--- config.mk ---
export PLATFORM = sky130hd
export DESIGN_NAME = rpu_rcv_rsp_queue
export DESIGN_NICKNAME = d
export VERILOG_FILES = /design/src/rtl/rpu_rcv_rsp_queue.sv
export SDC_FILE = /design/constraint.sdc
export NUM_CORES = 1
export LEC_CHECK = 0
export CORE_MARGIN = 4
export CORE_UTILIZATION = 49
export CTS_CLUSTER_SIZE = 20
export DETAILED_ROUTE_END_ITERATION = 8
export MAX_ROUTING_LAYER = met4
export PLACE_DENSITY = 0.83
export SLEW_MARGIN = 10
export SYNTH_ARGS = -nofsm -noshare
export SYNTH_HDL_FRONTEND = slang
export SYNTH_SLANG_ARGS = --single-unit
--- constraint.sdc ---
create_clock -name clk -period 2.9 [get_ports clk]
set_input_delay 0.725 -clock clk [delete_from_list [all_inputs] [get_ports clk]]
set_output_delay 0.725 -clock clk [all_outputs]
set_load 0.05 [all_outputs]
--- src/rtl/rpu_rcv_rsp_queue.sv ---
// rpu_rcv_rsp_queue
// In-order queue of receive-completion events {pkt_id, dst_tile_id}. The
// head entry is emitted as a receive-packet-ID response command on the XOCC
// command channel. The queue soaks up command-channel backpressure so that
// the receive datapath keeps moving while a response is blocked.
//
// Handshake: a transfer happens on a rising clk edge where valid and ready
// are both high. rcv_rdy and cmd_vld come only from the registered occupancy
// count, so neither depends combinationally on rcv_vld or cmd_rdy. Once
// cmd_vld is high, cmd_out holds until the pop.
//
// Optional build macro NOU_RCV_RSP_STAT_EN adds two outputs:
//   rsp_sent_cnt : saturating count of popped commands
//   q_full_seen  : sticky flag, set once the queue has been full
//
// Default field widths are provided below. A surrounding build that already
// defines these macros takes precedence.

`ifndef NOU_TILE_ID_WIDTH
`define NOU_TILE_ID_WIDTH 8
`endif
`ifndef NOU_PKT_ID_WIDTH
`define NOU_PKT_ID_WIDTH 8
`endif
`ifndef NOU_XOCC_CMD_WIDTH
`define NOU_XOCC_CMD_WIDTH 64
`endif
`ifndef RCV_PKT_RID_RSP_TYPE
`define RCV_PKT_RID_RSP_TYPE 4'h6
`endif

module rpu_rcv_rsp_queue #(
  parameter int DEPTH = 4,
  localparam int CNT_W = $clog2(DEPTH + 1)
) (
  input  logic                            clk,
  input  logic                            rst,
  input  logic [`NOU_TILE_ID_WIDTH-1:0]   local_tile_id,
  input  logic                            rcv_vld,
  output logic                            rcv_rdy,
  input  logic [`NOU_TILE_ID_WIDTH-1:0]   rcv_dst_tile_id,
  input  logic [`NOU_PKT_ID_WIDTH-1:0]    rcv_pkt_id,
  output logic                            cmd_vld,
  input  logic                            cmd_rdy,
  output logic [`NOU_XOCC_CMD_WIDTH-1:0]  cmd_out,
  output logic                            q_empty
`ifdef NOU_RCV_RSP_STAT_EN
  ,
  output logic [15:0]                     rsp_sent_cnt,
  output logic [0:0]                      q_full_seen
`endif
);

  localparam int PTR_W  = $clog2(DEPTH);
  localparam int TILE_W = `NOU_TILE_ID_WIDTH;
  localparam int PKT_W  = `NOU_PKT_ID_WIDTH;
  localparam int CMD_W  = `NOU_XOCC_CMD_WIDTH;
  localparam logic [$bits(`RCV_PKT_RID_RSP_TYPE)-1:0] RSP_TYPE = `RCV_PKT_RID_RSP_TYPE;
  localparam int FIELDS_W = PKT_W + 8 + TILE_W + TILE_W + $bits(RSP_TYPE);
  localparam logic [CNT_W-1:0] FULL_CNT = CNT_W'(DEPTH);

  logic [PKT_W-1:0]  r_pkt [DEPTH];
  logic [TILE_W-1:0] r_dst [DEPTH];
  logic [PTR_W-1:0]  r_wr_ptr;
  logic [PTR_W-1:0]  r_rd_ptr;
  logic [CNT_W-1:0]  r_count;

  logic              w_push;
  logic              w_pop;
  logic [CNT_W-1:0]  w_count_nxt;
  logic [FIELDS_W-1:0] w_cmd_fields;

  // Control outputs are pure decodes of the registered occupancy.
  assign rcv_rdy = (r_count != FULL_CNT);
  assign cmd_vld = (r_count != '0);
  assign q_empty = (r_count == '0);

  assign w_push = rcv_vld && rcv_rdy;
  assign w_pop  = cmd_vld && cmd_rdy;

  // Response command built from the head entry, zero-padded to the channel width.
  assign w_cmd_fields = {r_pkt[r_rd_ptr], 8'h00, r_dst[r_rd_ptr], local_tile_id, RSP_TYPE};
  assign cmd_out      = CMD_W'(w_cmd_fields);

  // Next occupancy: a simultaneous push and pop leaves it unchanged.
  always_comb begin
    w_count_nxt = r_count;
    case ({w_push, w_pop})
      2'b10:   w_count_nxt = r_count + 1'b1;
      2'b01:   w_count_nxt = r_count - 1'b1;
      default: w_count_nxt = r_count;
    endcase
  end

  // Entry storage; entries reset to zero so cmd_out is deterministic when empty.
  always_ff @(posedge clk or posedge rst) begin
    if (rst) begin
      for (int i = 0; i < DEPTH; i++) begin
        r_pkt[i] <= '0;
        r_dst[i] <= '0;
      end
    end else if (w_push) begin
      r_pkt[r_wr_ptr] <= rcv_pkt_id;
      r_dst[r_wr_ptr] <= rcv_dst_tile_id;
    end
  end

  // Pointers wrap naturally because DEPTH is a power of two; count tracks full/empty.
  always_ff @(posedge clk or posedge rst) begin
    if (rst) begin
      r_wr_ptr <= '0;
      r_rd_ptr <= '0;
      r_count  <= '0;
    end else begin
      if (w_push) r_wr_ptr <= r_wr_ptr + 1'b1;
      if (w_pop)  r_rd_ptr <= r_rd_ptr + 1'b1;
      r_count <= w_count_nxt;
    end
  end

`ifdef NOU_RCV_RSP_STAT_EN
  logic [15:0] r_sent_cnt;
  logic        r_full_seen;

  assign rsp_sent_cnt   = r_sent_cnt;
  assign q_full_seen[0] = r_full_seen;

  // Saturating pop counter and sticky "queue was full" flag.
  always_ff @(posedge clk or posedge rst) begin
    if (rst) begin
      r_sent_cnt  <= '0;
      r_full_seen <= 1'b0;
    end else begin
      if (w_pop && (r_sent_cnt != 16'hFFFF)) r_sent_cnt <= r_sent_cnt + 16'd1;
      if (w_count_nxt == FULL_CNT) r_full_seen <= 1'b1;
    end
  end
`endif

endmodule

==> results_dict.tcl, run 1 <==
set metrics [dict create \
    path_class "reg2out" \
    grtUsageMet1_pct 20.3 \
    synth_warnings 0 \
    slew_violations 0 \
    fillers 604 \
    drtPass1Iterations 4 \
    hpwl_mm 4.25 \
    ys_types 23 \
    drive_gt1_share_pct 41.9 \
    yosysTopAreaCell "dfrtp_1" \
    startpoint_type "register" \
    grt_setup_unrepaired "false" \
    synth_top_family_by_area "multiplexers" \
    diodes 0 \
    grt_max_degree 56 \
    final_common_cell "dfrtp_1" \
    hold_class "reg2reg" \
    postCtsHoldBufs 0 \
    cp_cell_sequence "or3_1 -> inv_1 -> clkdlybuf4s50_1" \
    globalRouteMet3Util_pct 5.45 \
    synthCells 245 \
    vias 1862 \
    grt_pass1_vias 1970 \
    wl_per_cell_um 16.6 \
    vdd_drop_max_v 0.000540 \
    end_kind "primary output" \
    pwr_density_cell_nw_per_um2 1370 \
    fp.dieH_um 95.7 \
    skew_ns 0.00758 \
    antenna_found_initial 0 \
    synthTopCellsByArea "dfrtp_1, mux2_4, buf_4" \
    start_util_pct 51.1 \
    viasPerCell 4.86 \
    synth_flop_cell "dfrtp_1" \
    gp_congestion 0.755 \
    first_iter_violations 58 \
    setup_viol 0 \
    grt_use_met2_pct 22.9 \
    io_buffers 38 \
    worstSkewPairLatency_ns 0.34 \
    syn_area_um2 3770 \
    ant_nets 0 \
    areaGrowthSynthToFinish_pct 8.74 \
    postCtsResizedCells 0 \
    fin_setup_tns_ns 0 \
    core_region_area_um2 7370 \
    die_x_um 95.7 \
    grt_first_pass_wirelength_mm 10.2 \
    synth_top_area_share_pct 47.2 \
    drc 0 \
    numCtsBuffers 9 \
    dp.cells 367 \
    utilization_pct 55.6 \
    clkTransAtPathRegs_ns 0.07 \
    r2r_slack_ns 0.72 \
    fmax_mhz 362 \
    yosysSeqAreaShare_pct 47.2 \
    postCtsSetupBuffers 0 \
    synth_compound_area_share_pct 0.233 \
    yosys.area_share.simple_pct 1.36 \
    placement_rows 31 \
    synthAdderAreaFrac_pct 2.19 \
    nets 313 \
    fp.dieArea_um2 9150 \
    finalCritPeriodShare_pct 95.3 \
    track_usage_pct 15.5 \
    syn_avg_cell_area_um2 15.4 \
    maxCapViolCount 0 \
    crit_path_max_incr_delay_ns 0.79 \
    wirelength_mm 6.36 \
    overflow 0 \
    clock_sinks 71 \
    synth_seq_cells 71 \
    slowest_stage "clkdlybuf4s50_1" \
    p_leak_nw 1.88 \
    finalHoldViolations 0 \
    outcome "complete, no violations" \
    final_cell_mix "dfrtp_1, mux2_4, conb_1" \
    required_ns 2.17 \
    cp_max_fo 5 \
    busiest_layer "met2" \
    synthArstFlopShare_pct 100 \
    final_cell_count_no_fill 383 \
    synth-edff-count 0 \
    cts_tree "built" \
    synth-xor-area-share_pct 1.40 \
    io_pins 95 \
    synth_mux_area_share_pct 33.3 \
    cts_max_level 3 \
    min_period_ns 2.76 \
    crit_arrival_ns 2.04 \
    cts_root_buffer "clkbuf_8" \
    clockBufferDepth 2 \
]
## power breakdown
group          internal, mW  total, mW  switching, mW
Clock                 0.307      0.658          0.351
Combinational          1.47       3.14           1.67
Sequential             1.51       1.81          0.300
## routing by layer
| layer | share of wire (%) | up-vias |
|---|---|---|
| met5 | 0 | - |
| met4 | 1.2 | 0 |
| met3 | 5.8 | 7 |
| met2 | 48 | 50 |
| met1 | 45 | 973 |
| li1 | - | 832 |
## worst max-delay path, delay by kind of cell, from the launching register on
kind	cells	cell delay [ns]
buffers and inverters	2	0.85
and+or+nand+nor	1	0.41
DFF	1	0.43
## sequential cells by signal, summed over array words and instances, names as in the netlist
register and flops:
r_dst 32, r_pkt 32, r_count 3, r_rd_ptr 2, r_wr_ptr 2
## worst paths after layout
path,cells after the start,endpoint,startpoint
worst max register to register,8,r_count[2]$_DFFE_PP0P_,r_count[0]$_DFFE_PP0P_
worst min-delay path,1,r_rd_ptr[0]$_DFFE_PP0P_,r_rd_ptr[0]$_DFFE_PP0P_
min in group asynchronous,2,r_pkt[28]$_DFFE_PP0P_,rst
max in group asynchronous,3,r_pkt[9]$_DFFE_PP0P_,rst
worst min register to register,1,r_rd_ptr[0]$_DFFE_PP0P_,r_rd_ptr[0]$_DFFE_PP0P_
worst max-delay path,3,q_empty,r_count[0]$_DFFE_PP0P_
## per-stage QoR
step                      area (um2)  power, mW  worst slack [ns]  hold slack (ns)
after floorplan                 3910       4.41             0.378            0.468
after global placement          3940       4.93             0.455            0.484
after detailed placement        3940       5.00             0.403            0.483
after CTS                       4100       5.68             0.108            0.495
after global routing            4100       5.93            0.0334            0.516
final                           4100       5.61             0.136            0.490
## final cells by class
class / count / area (um2) / area share (%)
clock inverters: 4 / 22.5 / 0.550
multi-input cells: 144 / 1600 / 39.0
well taps: 99 / 124 / 3.02
flip-flops and latches: 71 / 1780 / 43.4
inverters: 7 / 26.3 / 0.642
clock buffers: 12 / 135 / 3.30
repair buffers: 46 / 413 / 10.1
## cells by family after synthesis
family	Yosys count
multiplexers	82
XOR/XNOR	6
flip-flops	71
adder cells (fa/ha/maj)	6
AO/OA/AOI/OAI	1
other	2
buffers and inverters	68
AND/OR/NAND/NOR	9
## cells in the mapped netlist, types with 3 or more instances
cell,count
mux2_2,25
buf_12,4
and3_1,4
inv_1,7
buf_4,48
dfrtp_1,71
buf_2,3
ha_1,5
mux2_4,40
mux4_2,16
buf_6,4
xnor2_1,3
xor2_1,3
(Power assumes the default switching activity.)
==> run 2, diff against run 1 <==
--- a/config.mk
+++ b/config.mk
@@ -7,6 +7,7 @@
 export LEC_CHECK = 0
 export CORE_MARGIN = 4
 export CORE_UTILIZATION = 49
+export CTS_BUF_LIST = sky130_fd_sc_hd__clkbuf_8 sky130_fd_sc_hd__clkbuf_16
 export CTS_CLUSTER_SIZE = 20
 export DETAILED_ROUTE_END_ITERATION = 8
 export MAX_ROUTING_LAYER = met4
==> run 2 against run 1 <==
Against the previous run: register-to-register slack barely moved; routed wire length fell by 0.27%; sequential share of layout area unchanged; flip-flop and latch count unchanged; clock skew about the same; critical path type unchanged; critical endpoint unchanged; largest cell class unchanged; highest routed layer unchanged.
==> results_dict.tcl, run 2 (synthesis results as in run 1) <==
set metrics [dict create \
    outcome "complete, no violations" \
    slew_violations 0 \
    cts_root_buffer "clkbuf_8" \
    startpoint_type "register" \
    p_leak_nw 1.90 \
    placement_rows 31 \
    regArea_um2 1780 \
    fp.dieH_um 95.7 \
    fin_total_pwr_mw 5.59 \
    viasPerCell 4.85 \
    postCtsSetupBuffers 0 \
    ff2ff_path_depth 8 \
    cts_tree "built" \
    final_common_cell "dfrtp_1" \
    ant_nets 0 \
    final_cell_count_no_fill 383 \
    fmax_mhz 362 \
    antenna_found_initial 0 \
    cts_max_level 3 \
    finalHoldViolations 0 \
    core_region_area_um2 7370 \
    hpwl_mm 4.25 \
    die_x_um 95.7 \
    gp_congestion 0.755 \
    grt_first_pass_wirelength_mm 10.2 \
    drive_gt1_share_pct 41.9 \
    skew_ns 0.00798 \
    clock_sinks 71 \
    largest_registers "r_dst: 32 flops, r_pkt: 32 flops, r_count: 3 flops" \
    io_buffers 38 \
    nets 313 \
    path_class "reg2out" \
    postCtsHoldBufs 0 \
    clkTransAtPathRegs_ns 0.07 \
    setup_viol 0 \
    setup_slack_ns 0.139 \
    grt_pass1_vias 1970 \
    fp.dieArea_um2 9150 \
    vdd_drop_max_v 0.000540 \
    finalCritPeriodShare_pct 95.2 \
    grt_setup_unrepaired "false" \
    min_period_ns 2.76 \
    wl_per_cell_um 16.6 \
    wirelength_mm 6.35 \
    place_ws_ns 0.403 \
    start_util_pct 51.1 \
    clockBufferDepth 2 \
    hold_class "reg2reg" \
    crit_arrival_ns 2.04 \
    end_kind "primary output" \
    fin_setup_tns_ns 0 \
    drc 0 \
    cp_max_fo 5 \
    worstSkewPairLatency_ns 0.34 \
    grt_max_degree 56 \
    maxCapViolCount 0 \
    dp.cells 367 \
    utilization_pct 55.6 \
    first_iter_violations 50 \
    postCtsResizedCells 0 \
    drtPass1Iterations 4 \
    pwr_density_cell_nw_per_um2 1370 \
    diodes 0 \
    required_ns 2.17 \
    io_pins 95 \
    areaGrowthSynthToFinish_pct 8.74 \
    numCtsBuffers 9 \
    track_usage_pct 15.5 \
    multi_input_area_um2 1600 \
    vias 1857 \
    fillers 604 \
    final_cell_mix "dfrtp_1, mux2_4, conb_1" \
    whs_path_depth 1 \
    overflow 0 \
]
run 2: final timing paths:
kind / start / endpoint / slack [ns]
max: r_count[0]$_DFFE_PP0P_ / q_empty / 0.14
min: r_rd_ptr[0]$_DFFE_PP0P_ / r_rd_ptr[0]$_DFFE_PP0P_ / 0.49
max reg2reg: r_count[0]$_DFFE_PP0P_ / r_count[2]$_DFFE_PP0P_ / 0.72
min reg2reg: r_rd_ptr[0]$_DFFE_PP0P_ / r_rd_ptr[0]$_DFFE_PP0P_ / 0.49
max in group asynchronous: rst / r_pkt[9]$_DFFE_PP0P_ / 1.61
min in group asynchronous: rst / r_pkt[28]$_DFFE_PP0P_ / 0.69
run 2: metal layers:
metal	up-vias	track usage [%]	wire, um	share of wire, %
li1	830	-	-	-
met1	970	20.3	2850	45
met2	50	22.9	3060	48
met3	7	5.45	354	5.6
met4	0	4.38	78	1.2
met5	-	-	0	0
run 2: per-stage QoR:
step | hold WS, ns | cell area, um2
global placement | 0.484 | 3940
detailed placement | 0.483 | 3940
CTS | 0.495 | 4100
global route | 0.516 | 4100
floorplan | 0.468 | 3910
finish | 0.490 | 4100
run 2: where the power goes:
| part | internal (mW) | switching [mW] | total (mW) | leakage [nW] |
|---|---|---|---|---|
| logic | 1.47 | 1.67 | 3.14 | 0.964 |
| clock network | 0.296 | 0.347 | 0.644 | 0.0926 |
| registers | 1.51 | 0.300 | 1.81 | 0.840 |
run 2: final cells by class:
cell class	count	area share (%)
Sequential cell	71	43.4
Multi-Input combinational cell	144	39.0
Timing Repair Buffer	46	10.1
Clock buffer	9	3.02
Tap cell	99	3.02
Clock inverter	7	0.825
Inverter	7	0.642
run 2: critical path: stages (launching register included):
cell	delay [ns]
dfrtp_1	0.43
or3_1	0.41
inv_1	0.06
clkdlybuf4s50_1	0.79
==> run 3, diff against run 2 <==
--- a/config.mk
+++ b/config.mk
@@ -5,12 +5,12 @@
 export SDC_FILE = /design/constraint.sdc
 export NUM_CORES = 1
 export LEC_CHECK = 0
+export ABC_CLOCK_PERIOD_IN_PS = 2900
 export CORE_MARGIN = 4
 export CORE_UTILIZATION = 49
 export CTS_BUF_LIST = sky130_fd_sc_hd__clkbuf_8 sky130_fd_sc_hd__clkbuf_16
 export CTS_CLUSTER_SIZE = 20
 export DETAILED_ROUTE_END_ITERATION = 8
-export MAX_ROUTING_LAYER = met4
 export PLACE_DENSITY = 0.83
 export SLEW_MARGIN = 10
 export SYNTH_ARGS = -nofsm -noshare
==> run 3 against run 2 <==
Against the previous run: power up 0.12%; sequential power is essentially flat; clock skew is essentially flat; die area is the same; combinational power barely moved.
==> results_dict.tcl, run 3 (synthesis results as in run 1) <==
set metrics [dict create \
    p_int_mw 3.27 \
    combinationalPowerShare_pct 56.2 \
    postCtsResizedCells 0 \
    pwr_density_cell_nw_per_um2 1370 \
    min_period_ns 2.76 \
    clockBufferDepth 2 \
    grt_setup_unrepaired "false" \
    postCtsHoldBufs 0 \
    track_usage_pct 14.9 \
    fp.dieArea_um2 9150 \
    crit_arrival_ns 2.04 \
    grt_max_degree 56 \
    postCtsSetupBuffers 0 \
    fin_setup_tns_ns 0 \
    placement_rows 31 \
    final_common_cell "dfrtp_1" \
    fp.dieH_um 95.7 \
    outcome "complete, no violations" \
    drtPass1Iterations 4 \
    final_cell_mix "dfrtp_1, mux2_4, conb_1" \
    drc 0 \
    io_pins 95 \
    vias 1861 \
    core_region_area_um2 7370 \
    wirelength_mm 6.38 \
    overflow 0 \
    p_leak_nw 1.90 \
    wl_per_cell_um 16.7 \
    hpwl_mm 4.25 \
    p_sw_share_pct 41.5 \
    worstSkewPairLatency_ns 0.34 \
    setup_viol 0 \
    cts_tree "built" \
    ant_nets 0 \
    viasPerCell 4.86 \
    path_class "reg2out" \
    clock_sinks 71 \
    start_util_pct 51.1 \
    first_iter_violations 46 \
    hold_class "reg2reg" \
    end_kind "primary output" \
    fin_total_pwr_mw 5.60 \
    required_ns 2.17 \
    grt_pass1_vias 1971 \
    finalCritPeriodShare_pct 95.2 \
    holdWs_ns 0.490 \
    finalHoldViolations 0 \
    fmax_mhz 362 \
    startpoint_type "register" \
    gp_congestion 0.746 \
    numCtsBuffers 9 \
    slew_violations 0 \
    skew_ns 0.00761 \
    maxCapViolCount 0 \
    vdd_drop_max_v 0.000543 \
    grt_first_pass_wirelength_mm 10.1 \
    fillers 604 \
    power_frac_seq_pct 32.3 \
    cts_max_level 3 \
    die_x_um 95.7 \
    nets 313 \
    power_frac_clock_pct 11.5 \
    cp_max_fo 5 \
    largest_registers "r_dst: 32 flops, r_pkt: 32 flops, r_count: 3 flops" \
    drive_gt1_share_pct 41.9 \
    io_buffers 38 \
    clkTransAtPathRegs_ns 0.07 \
    diodes 0 \
    cts_root_buffer "clkbuf_8" \
    antenna_found_initial 0 \
    areaGrowthSynthToFinish_pct 8.74 \
    switching_power_mw 2.33 \
]
-- run 3: cell counts in the layout (fill, tap and decap cells not counted) --
Identical to the previous run, type by type.
-- run 3: worst max-delay path, stage by stage (launching register included) --
cell	delay, ns
dfrtp_1	0.43
or3_1	0.41
inv_1	0.06
clkdlybuf4s50_1	0.79
-- run 3: metal layers --
layer  vias to the layer above  global-route usage [%]  share of wire (%)
li1                        830                       -                  -
met3                         9                    4.74                6.0
met2                        53                    22.9                 48
met5                         -                       0                  0
met1                       969                    20.1                 45
met4                         0                    5.09                1.3
-- run 3: worst paths after layout --
check,startpoint,endpoint,slack (ns),depth (start not counted)
min in group asynchronous,rst,r_pkt[28]$_DFFE_PP0P_,0.68,2
worst min register to register,r_rd_ptr[0]$_DFFE_PP0P_,r_rd_ptr[0]$_DFFE_PP0P_,0.49,1
worst max-delay path,r_count[0]$_DFFE_PP0P_,q_empty,0.14,3
worst min-delay path,r_rd_ptr[0]$_DFFE_PP0P_,r_rd_ptr[0]$_DFFE_PP0P_,0.49,1
worst max register to register,r_count[0]$_DFFE_PP0P_,r_count[2]$_DFFE_PP0P_,0.72,8
max in group asynchronous,rst,r_pkt[9]$_DFFE_PP0P_,1.60,3
-- run 3: area by class of cell --
cell class	instances	area, um2	share of cell area (%)
clock buffer	9	124	3.02
clock inverter	7	33.8	0.825
inverter	7	26.3	0.642
tap	99	124	3.02
sequential	71	1780	43.4
multi-input combinational	144	1600	39.0
timing repair buffer	46	413	10.1
-- run 3: per-stage QoR --
stage                     std cells  utilization [%]  setup WS [ns]  area (um2)
final                           383             55.6          0.139        4100
after floorplan                 283                -          0.378        3910
after global routing            383             55.6         0.0400        4100
after CTS                       383             55.6          0.107        4100
after detailed placement        367             53.4          0.403        3940
after global placement          367             53.4          0.455        3940
-- run 3: power groups by stage --
stage	Clock [mW]	Sequential [mW]	Combinational, mW
2_1_floorplan	0	1.70	2.71
3_3_place_gp	0	1.80	3.13
3_5_place_dp	0	1.82	3.18
4_1_cts	0.673	1.81	3.18
5_1_grt	0.709	1.88	3.32
6_report	0.646	1.81	3.15
